--- src/rtl/seq_pkg.sv ---
// Shared types for the instruction sequencer: FSM state encoding and jump-condition codes.
package seq_pkg;

  typedef enum logic [2:0] {
    ST_IDLE,
    ST_FETCH,
    ST_EXEC,
    ST_MEMWAIT,
    ST_DONE
  } state_t;

  localparam logic [1:0] COND_EQ = 2'b00;
  localparam logic [1:0] COND_NE = 2'b01;
  localparam logic [1:0] COND_LT = 2'b10;
  localparam logic [1:0] COND_GE = 2'b11;

  function automatic logic cond_met(input logic [1:0] sel, input logic z, input logic n);
    case (sel)
      COND_EQ: return z;
      COND_NE: return !z;
      COND_LT: return n;
      default: return !n;
    endcase
  endfunction

endpackage

--- src/rtl/branch_resolve.sv ---
// Combinational branch resolution: decides whether the current jump is taken and picks the next PC.
module branch_resolve #(
  parameter int PC_W = 10
) (
  input  logic            i_jtype,
  input  logic            i_uncd_jmp,
  input  logic [1:0]      i_cond_sel,
  input  logic            i_z,
  input  logic            i_n,
  input  logic [PC_W-1:0] i_pc,
  input  logic [PC_W-1:0] i_target,
  output logic            o_taken,
  output logic [PC_W-1:0] o_next_pc
);
  import seq_pkg::*;

  assign o_taken   = i_jtype & (i_uncd_jmp | cond_met(i_cond_sel, i_z, i_n));
  assign o_next_pc = o_taken ? i_target : i_pc + PC_W'(1);

endmodule

--- src/rtl/instr_sequencer.sv ---
// Fetch/execute sequencer: PC, condition flags and per-instruction FSM.
// Optional retired-instruction counter on o_instr_cnt when SEQ_PERF_CNT_EN is defined.
module instr_sequencer #(
  parameter int              PC_W      = 10,
  parameter logic [PC_W-1:0] PROG_LAST = {PC_W{1'b1}}
) (
  input  logic            i_clk,
  input  logic            i_reset,
  input  logic            i_start,
  input  logic            i_halt,
  input  logic            i_jtype,
  input  logic            i_uncd_jmp,
  input  logic [1:0]      i_cond_sel,
  input  logic            i_rd_mem,
  input  logic            i_flag_wr,
  input  logic            i_alu_zero,
  input  logic            i_alu_neg,
  input  logic [PC_W-1:0] i_target,
  output logic [PC_W-1:0] o_prog_ctr,
  output logic            o_exec_en,
  output logic            o_load_wb,
  output logic            o_done
`ifdef SEQ_PERF_CNT_EN
  ,
  output logic [31:0]     o_instr_cnt
`endif
);
  import seq_pkg::*;

  state_t          r_state;
  state_t          w_state_next;
  logic [PC_W-1:0] r_pc;
  logic            r_z;
  logic            r_n;
  logic            r_end_after_load;
  logic            w_taken;
  logic [PC_W-1:0] w_next_pc;
  logic            w_fall_off;
  logic            w_launch;

  branch_resolve #(.PC_W(PC_W)) u_branch (
    .i_jtype   (i_jtype),
    .i_uncd_jmp(i_uncd_jmp),
    .i_cond_sel(i_cond_sel),
    .i_z       (r_z),
    .i_n       (r_n),
    .i_pc      (r_pc),
    .i_target  (i_target),
    .o_taken   (w_taken),
    .o_next_pc (w_next_pc)
  );

  // Falling through the last address ends the run instead of wrapping.
  assign w_fall_off = !w_taken && (r_pc == PROG_LAST);
  assign w_launch   = i_start && ((r_state == ST_IDLE) || (r_state == ST_DONE));

  // NOTE: sequential state uses non-blocking assignments so every flop samples pre-edge values.
  always_ff @(posedge i_clk) begin
    if (i_reset) r_state <= ST_IDLE;
    else         r_state <= w_state_next;
  end

  // NOTE: the default assignment first keeps this block free of inferred latches.
  always_comb begin
    w_state_next = r_state;
    case (r_state)
      ST_IDLE:    if (i_start) w_state_next = ST_FETCH;
      ST_FETCH:   w_state_next = ST_EXEC;
      ST_EXEC: begin
        if (i_halt)          w_state_next = ST_DONE;
        else if (i_rd_mem)   w_state_next = ST_MEMWAIT;
        else if (w_fall_off) w_state_next = ST_DONE;
        else                 w_state_next = ST_FETCH;
      end
      ST_MEMWAIT: w_state_next = r_end_after_load ? ST_DONE : ST_FETCH;
      ST_DONE:    if (i_start) w_state_next = ST_FETCH;
      default:    w_state_next = ST_IDLE;
    endcase
  end

  always_ff @(posedge i_clk) begin
    if (i_reset || w_launch) begin
      r_pc             <= '0;
      r_z              <= 1'b0;
      r_n              <= 1'b0;
      r_end_after_load <= 1'b0;
    end else if (r_state == ST_EXEC) begin
      if (!i_halt && !w_fall_off) r_pc <= w_next_pc;
      if (i_flag_wr) begin
        r_z <= i_alu_zero;
        r_n <= i_alu_neg;
      end
      // Remembered so a load at the last address ends the run after its writeback.
      r_end_after_load <= w_fall_off && !i_halt;
    end
  end

  assign o_prog_ctr = r_pc;
  assign o_exec_en  = (r_state == ST_EXEC);
  assign o_load_wb  = (r_state == ST_MEMWAIT);
  assign o_done     = (r_state == ST_DONE);

`ifdef SEQ_PERF_CNT_EN
  logic [31:0] r_instr_cnt;

  always_ff @(posedge i_clk) begin
    if (i_reset || w_launch)                              r_instr_cnt <= '0;
    else if ((r_state == ST_EXEC) && (r_instr_cnt != '1)) r_instr_cnt <= r_instr_cnt + 32'd1;
  end

  assign o_instr_cnt = r_instr_cnt;
`endif

endmodule

--- config.mk ---
export PLATFORM = sky130hd
export DESIGN_NAME = instr_sequencer
export DESIGN_NICKNAME = d
export VERILOG_FILES = /design/src/rtl/seq_pkg.sv /design/src/rtl/branch_resolve.sv /design/src/rtl/instr_sequencer.sv
export SDC_FILE = /design/constraint.sdc
export NUM_CORES = 1
export LEC_CHECK = 0
export CAP_MARGIN = 15
export CORE_MARGIN = 2
export CORE_UTILIZATION = 35
export DETAILED_ROUTE_END_ITERATION = 8
export GPL_TIMING_DRIVEN = 0
export PLACE_DENSITY = 0.68
export SLEW_MARGIN = 10
export SYNTH_ARGS = -nofsm -noshare
export SYNTH_HDL_FRONTEND = slang
export SYNTH_SLANG_ARGS = --single-unit
--- constraint.sdc ---
create_clock -name i_clk -period 2.21 [get_ports i_clk]
set_input_delay 0.221 -clock i_clk [delete_from_list [all_inputs] [get_ports i_clk]]
set_output_delay 0.221 -clock i_clk [all_outputs]
set_load 0.005 [all_outputs]
After elaboration in Yosys (flattened, before gate mapping):

Cells that the tools add are included.

* register bits after elaboration: 16
* logic and storage cells: 40
* output and inout port bits: 13

* equality and inequality tests: 8
* add/subtract/negate cells: 1
* multiplexer cells: 8
* reductions and logical operators: 16
* bitwise operators: 2

Operators with widths (number)
* 3-bit 2-to-1 mux: 5
* 3-bit case mux with 4 select lines: 1
* 10-bit by 1-bit adder with 10-bit output, second input constant: 1
* 10-bit == test, second input constant: 1
* 10-bit 2-to-1 mux: 1
* 3-bit by 2-bit == test with 1-bit output, second input constant: 2
* 1-bit logical NOT: 5
* 1-bit logical AND: 4
* 2-bit AND reduction: 2
* 3-bit by 1-bit == test with 1-bit output, second input constant: 1
* 3-bit == test, second input constant: 1
* 3-bit logical NOT: 1
* 1-bit case mux with 3 select lines: 1
* 2-bit by 1-bit == test with 1-bit output, second input constant: 1
* 2-bit == test, second input constant: 1
* 2-bit logical NOT: 1
* 1-bit logical OR: 2
* 2-bit by 1-bit != test with 1-bit output, second input constant: 1
* 2-bit OR reduction: 1
* 1-bit bitwise AND: 1
* 1-bit OR: 1

Logic depth before layout (Yosys ltp):

* word-level depth: 10
* mapped depth: 6
* gate-level depth less buffers: 6

Cells and area by module:

From an unflattened synthesis, not the netlist that was laid out.

* cell total of the unflattened synthesis: 126
* area total of the unflattened synthesis: 1116.1 sq um

By module, submodules not included
* instr_sequencer: sequential area each 320.3 sq um, area each 817.0 sq um, cells an instance 91, instances 1
* branch_resolve: sequential area each 0.0 sq um, area each 299.0 sq um, cells an instance 35, instances 1

Least setup slack after synthesis:

OpenSTA, ideal clock, no wires.

* kind: register to register
* start: register r_n
* end: register r_pc[8], in the netlist o_prog_ctr[8]
* stages on the path, launching flop included: 6
* setup time: 0.116 ns
* path slack: 0.594 ns
* arrival: 1.500 ns
* data required time: 2.094 ns
* path buffers: 0
* cells stage by stage: dfxtp_1 > mux2i_1 > mux2i_2 > nand2_1 > mux2_1 > o211a_1

* cells in the longest elaborated chain, start to end: 9
* elaborated cells on any way between the ends: 10

RTL lines
* start: declaration: line instr_sequencer.sv:34 `logic r_n;`
* start signal: assignment: line instr_sequencer.sv:91 `r_n <= i_alu_neg;`
* 1-bit logical NOT: line seq_pkg.sv:22 `default: return !n;`
* 1-bit case mux with 3 select lines *: line seq_pkg.sv:18 `case (sel)`
* 1-bit OR *: line branch_resolve.sv:17 `assign o_taken = i_jtype & (i_uncd_jmp | cond_met(i_cond_sel, i_z, i_n));`
* 1-bit bitwise AND *: line branch_resolve.sv:17
* 1-bit logical NOT: line instr_sequencer.sv:54 `assign w_fall_off = !w_taken && (r_pc == PROG_LAST);`
* 1-bit logical AND: line instr_sequencer.sv:54
* 1-bit logical NOT: line instr_sequencer.sv:88 `if (!i_halt && !w_fall_off) r_pc <= w_next_pc;`
* 1-bit logical AND: line instr_sequencer.sv:88
* 2-bit AND reduction (no source line)
* end signal: assignment: line instr_sequencer.sv:88
* end: declaration: line instr_sequencer.sv:32 `logic [PC_W-1:0] r_pc;`

Every way passes the cells marked *; elsewhere a longest branch is shown, timed or not.
A chain may end at the register's enable or synchronous reset.

Worst setup path in the final report:

* start: input port i_cond_sel[1]
* end: register r_pc[8], in the netlist o_prog_ctr[8]

* cells in the longest elaborated chain, start to end: 9
* elaborated cells on any way between the ends: 12

RTL lines
* start: declaration: line instr_sequencer.sv:13 `input logic [1:0] i_cond_sel,`
* 2-bit == test, or another cell as far along: line seq_pkg.sv:18
* 1-bit case mux with 3 select lines *: line seq_pkg.sv:18
* 1-bit OR *: line branch_resolve.sv:17
* 1-bit bitwise AND *: line branch_resolve.sv:17
* 1-bit logical NOT: line instr_sequencer.sv:54
* 1-bit logical AND: line instr_sequencer.sv:54
* 1-bit logical NOT: line instr_sequencer.sv:88
* 1-bit logical AND: line instr_sequencer.sv:88
* 2-bit AND reduction (no source line)

Marked as above.

==> run_summary.xml <==
<?xml version="1.0" encoding="UTF-8"?>
<metrics>
  <group name="global_route">
    <metric name="grt_first_pass_wirelength" unit="mm">4.554</metric>
    <metric name="antenna_found_initial" unit="">0</metric>
    <metric name="global_route.usage.met2" unit="">0.3034</metric>
    <metric name="maximum_number_of_pins_on_one_net_before_global_route_repair" unit="">11</metric>
    <metric name="gr-usage-all-layers" unit="">0.1750</metric>
    <metric name="global_route.usage.met1" unit="">0.2038</metric>
    <metric name="via_count_of_the_first_global_routing_pass" unit="">1035</metric>
    <metric name="busiest_layer" unit="">met2</metric>
    <metric name="grt_remaining_overflow" unit="">0</metric>
    <metric name="use_met3" unit="">0.04615</metric>
  </group>
  <group name="synthesis">
    <metric name="synth-async-reset-ratio" unit="">0</metric>
    <metric name="seq_area_frac_synth" unit="">0.3077</metric>
    <metric name="yosys.area.top_type" unit="">sky130_fd_sc_hd__dfxtp_1</metric>
    <metric name="ys_types" unit="">44</metric>
    <metric name="yosys_register_bits" unit="">16</metric>
    <metric name="post_synth.cell_area_avg" unit="sq um">8.328</metric>
    <metric name="netlist_instances" unit="">125</metric>
    <metric name="synth.top_cell.area_share" unit="">0.3077</metric>
    <metric name="synth.cell_area" unit="sq mm">0.001041</metric>
    <metric name="postSynth.topFlopCell" unit="">sky130_fd_sc_hd__dfxtp_1</metric>
    <metric name="netlist_top_cells_area" unit="">sky130_fd_sc_hd__dfxtp_1 31%, sky130_fd_sc_hd__a21oi_1 8.2%, sky130_fd_sc_hd__mux2i_1 5.8%, sky130_fd_sc_hd__nand2_1 4.3%, sky130_fd_sc_hd__nand3_1 3.4%</metric>
    <metric name="synth_enable_flop_cells" unit="">0</metric>
    <metric name="syn-num-nets" unit="">148</metric>
    <metric name="synthesis.yosys.warnings" unit="">0</metric>
  </group>
  <group name="cts">
    <metric name="worst_skew_pair.late_latency" unit="ns">0.30</metric>
    <metric name="clk_transition_reported_paths" unit="ns">0.10</metric>
    <metric name="clk_root_buffer_cell" unit="">sky130_fd_sc_hd__clkbuf_4</metric>
    <metric name="cts_max_level" unit="">1</metric>
    <metric name="cts_setup_buffers" unit="">0</metric>
    <metric name="cts_resized" unit="">0</metric>
    <metric name="total_number_of_clock_tree_sinks" unit="">16</metric>
    <metric name="clock_tree.buffer_depth" unit="">2</metric>
    <metric name="cts_hold_buffers" unit="">0</metric>
    <metric name="cts_bufs_inserted" unit="">3</metric>
    <metric name="tritoncts" unit="">yes</metric>
  </group>
  <group name="detailed_routing">
    <metric name="drc" unit="">0</metric>
    <metric name="postRouteAntennaNets" unit="">0</metric>
    <metric name="firstDrtPassIters" unit="">5</metric>
    <metric name="drt_wl_total" unit="mm">2.853</metric>
    <metric name="route.vias.total" unit="">1098</metric>
    <metric name="route.detailed.wl_per_inst" unit="um">14.71</metric>
    <metric name="vias_per_cell" unit="">5.660</metric>
    <metric name="initialDrtViolationCount" unit="">24</metric>
  </group>
  <group name="floorplanning">
    <metric name="floorplan.rows" unit="">19</metric>
    <metric name="initial_utilization" unit="">0.3743</metric>
    <metric name="chipHeight" unit="um">58.54</metric>
    <metric name="coreArea" unit="sq mm">0.002781</metric>
    <metric name="design.die.area" unit="sq mm">0.003426</metric>
    <metric name="floorplan.io_pins" unit="">35</metric>
    <metric name="overall_die_width" unit="um">58.54</metric>
  </group>
  <group name="hold_path">
    <metric name="holdCritPathClass" unit="">flop to flop</metric>
  </group>
  <group name="finish">
    <metric name="antenna_cells_inserted" unit="">0</metric>
    <metric name="fin_util" unit="">0.5236</metric>
    <metric name="net_count_final" unit="">187</metric>
    <metric name="post_route_insts_no_fill" unit="">194</metric>
    <metric name="mostFrequentLayoutCell" unit="">sky130_fd_sc_hd__clkdlybuf4s50_1</metric>
    <metric name="fillCellCount" unit="">269</metric>
    <metric name="mostFrequentLayoutCells" unit="">34 x sky130_fd_sc_hd__clkdlybuf4s50_1, 17 x sky130_fd_sc_hd__a21oi_1, 16 x sky130_fd_sc_hd__dfxtp_1</metric>
    <metric name="post_route_cells_drive_above_1_share" unit="">0.07975</metric>
    <metric name="area_growth_syn_to_layout" unit="%">39.90</metric>
  </group>
  <group name="critical_path">
    <metric name="worstSetupStartpointType" unit="">input port</metric>
    <metric name="worstPathArrival" unit="ns">2.20</metric>
    <metric name="critPathRequiredTime" unit="ns">2.41</metric>
    <metric name="worst-setup-path-type" unit="">input port to flop</metric>
    <metric name="worstSetupEndpointType" unit="">flop</metric>
    <metric name="r2r_setup_slack" unit="ns">0.34</metric>
    <metric name="crit_fanout" unit="">8</metric>
  </group>
  <group name="placement">
    <metric name="place_worst_setup_slack" unit="ns">-0.08877</metric>
    <metric name="detailed_place_hpwl" unit="mm">2.147</metric>
    <metric name="place.gp.congestion" unit="">0.8128</metric>
    <metric name="placed_cells_incl_taps" unit="">190</metric>
    <metric name="numPortBuffers" unit="">34</metric>
  </group>
  <group name="outcome">
    <metric name="result_of_the_run" unit="">complete, no violations</metric>
  </group>
  <group name="sta">
    <metric name="rsz0062_at_grt" unit="">no</metric>
    <metric name="post-route-worst-setup-slack" unit="ns">0.2129</metric>
    <metric name="layout_min_cycle_time" unit="ns">1.997</metric>
    <metric name="skew" unit="ns">0.006724</metric>
    <metric name="max_clock_freq" unit="GHz">0.5007</metric>
    <metric name="drv_slew" unit="">0</metric>
    <metric name="max-slew-margin-rel" unit="">0.5447</metric>
    <metric name="tightestPinTransition" unit="ns">0.6830</metric>
    <metric name="fin_crit_sh" unit="">0.9037</metric>
    <metric name="hold_viol" unit="">0</metric>
    <metric name="setup_violations" unit="">0</metric>
  </group>
  <group name="flow_run">
    <metric name="cap_viol_max_count" unit="">0</metric>
  </group>
  <group name="power">
    <metric name="ir_drop" unit="uV">335.7</metric>
    <metric name="power_density" unit="mW/mm^2">510.5</metric>
    <metric name="fin_total_pwr" unit="uW">743.5</metric>
    <metric name="power.static_leakage" unit="nW">0.5119</metric>
  </group>
</metrics>
-- synth_stat cells, drive strengths merged (2+ instances only) --
library cell,instances
nand3,8
o221ai,2
nor4b,2
nor3b,2
nand2,12
and2,4
o32ai,2
a211oi,4
a21o,2
o21ai,4
nor2,7
inv,6
nand4,2
a21oi,17
mux2i,7
nor3,2
nand2b,3
buf,4
dfxtp,16
-- metal layers --
layer | wire, um | up-vias | share of wire
met1 | 1300 | 513 | 0.46
met4 | 41 | 0 | 0.014
met2 | 1379 | 28 | 0.48
met5 | 0 | - | 0
met3 | 132 | 4 | 0.046
li1 | - | 553 | -
-- worst max-delay path: stages --
cell                              delay, ns
sky130_fd_sc_hd__clkdlybuf4s50_1       0.47
sky130_fd_sc_hd__mux2i_1               0.27
sky130_fd_sc_hd__mux2i_2               0.48
sky130_fd_sc_hd__nand2_1               0.19
sky130_fd_sc_hd__mux2_1                0.35
sky130_fd_sc_hd__o211a_1               0.20
-- worst paths after layout --
path / cells after the start / to / start
worst max-delay path: 6 / o_prog_ctr[8]$_SDFFE_PP0P_ / i_cond_sel[1]
worst min-delay path: 2 / r_n$_SDFFE_PP0P_ / r_n$_SDFFE_PP0P_
worst min register to register: 2 / r_n$_SDFFE_PP0P_ / r_n$_SDFFE_PP0P_
worst max register to register: 5 / o_prog_ctr[8]$_SDFFE_PP0P_ / r_n$_SDFFE_PP0P_
-- power breakdown --
group / switching (mW) / internal [mW]
clock: 0.100 / 0.101
combinational: 0.105 / 0.108
sequential: 0.0259 / 0.304
-- final cells by class --
cell class,instances,area (sq um),share of cell area
multi-input cells,99,665.6,0.4570
repair buffers,34,340.3,0.2337
flip-flops and latches,16,320.3,0.2199
well taps,31,38.79,0.02663
clock buffers,4,36.28,0.02491
plain buffers,4,32.53,0.02234
inverters,6,22.52,0.01546
-- state kept, by name, summed over array words and instances (netlist names) --
register          cells
o_prog_ctr           10
r_state               3
r_end_after_load      1
r_n                   1
r_z                   1
-- logic make-up (layout without fill, tap and decap cells) --
logic type,after synthesis,count (layout),synth area share
compound gates,44,44,0.2861
fa+ha+maj,1,1,0.01202
buf+inv,10,48,0.05288
flops,16,16,0.3077
mux,8,8,0.08173
simple gates,46,46,0.2596
-- stage by stage --
stage               hold WS, ns  setup TNS [ns]  area [sq um]
finish                   0.4601               0          1456
global route             0.4676               0          1456
CTS                      0.4612               0          1456
detailed placement       0.4461         -0.2348          1420
global placement         0.4437        -0.07936          1420
floorplan                0.2901               0          1041
(Power assumes the default switching activity.)
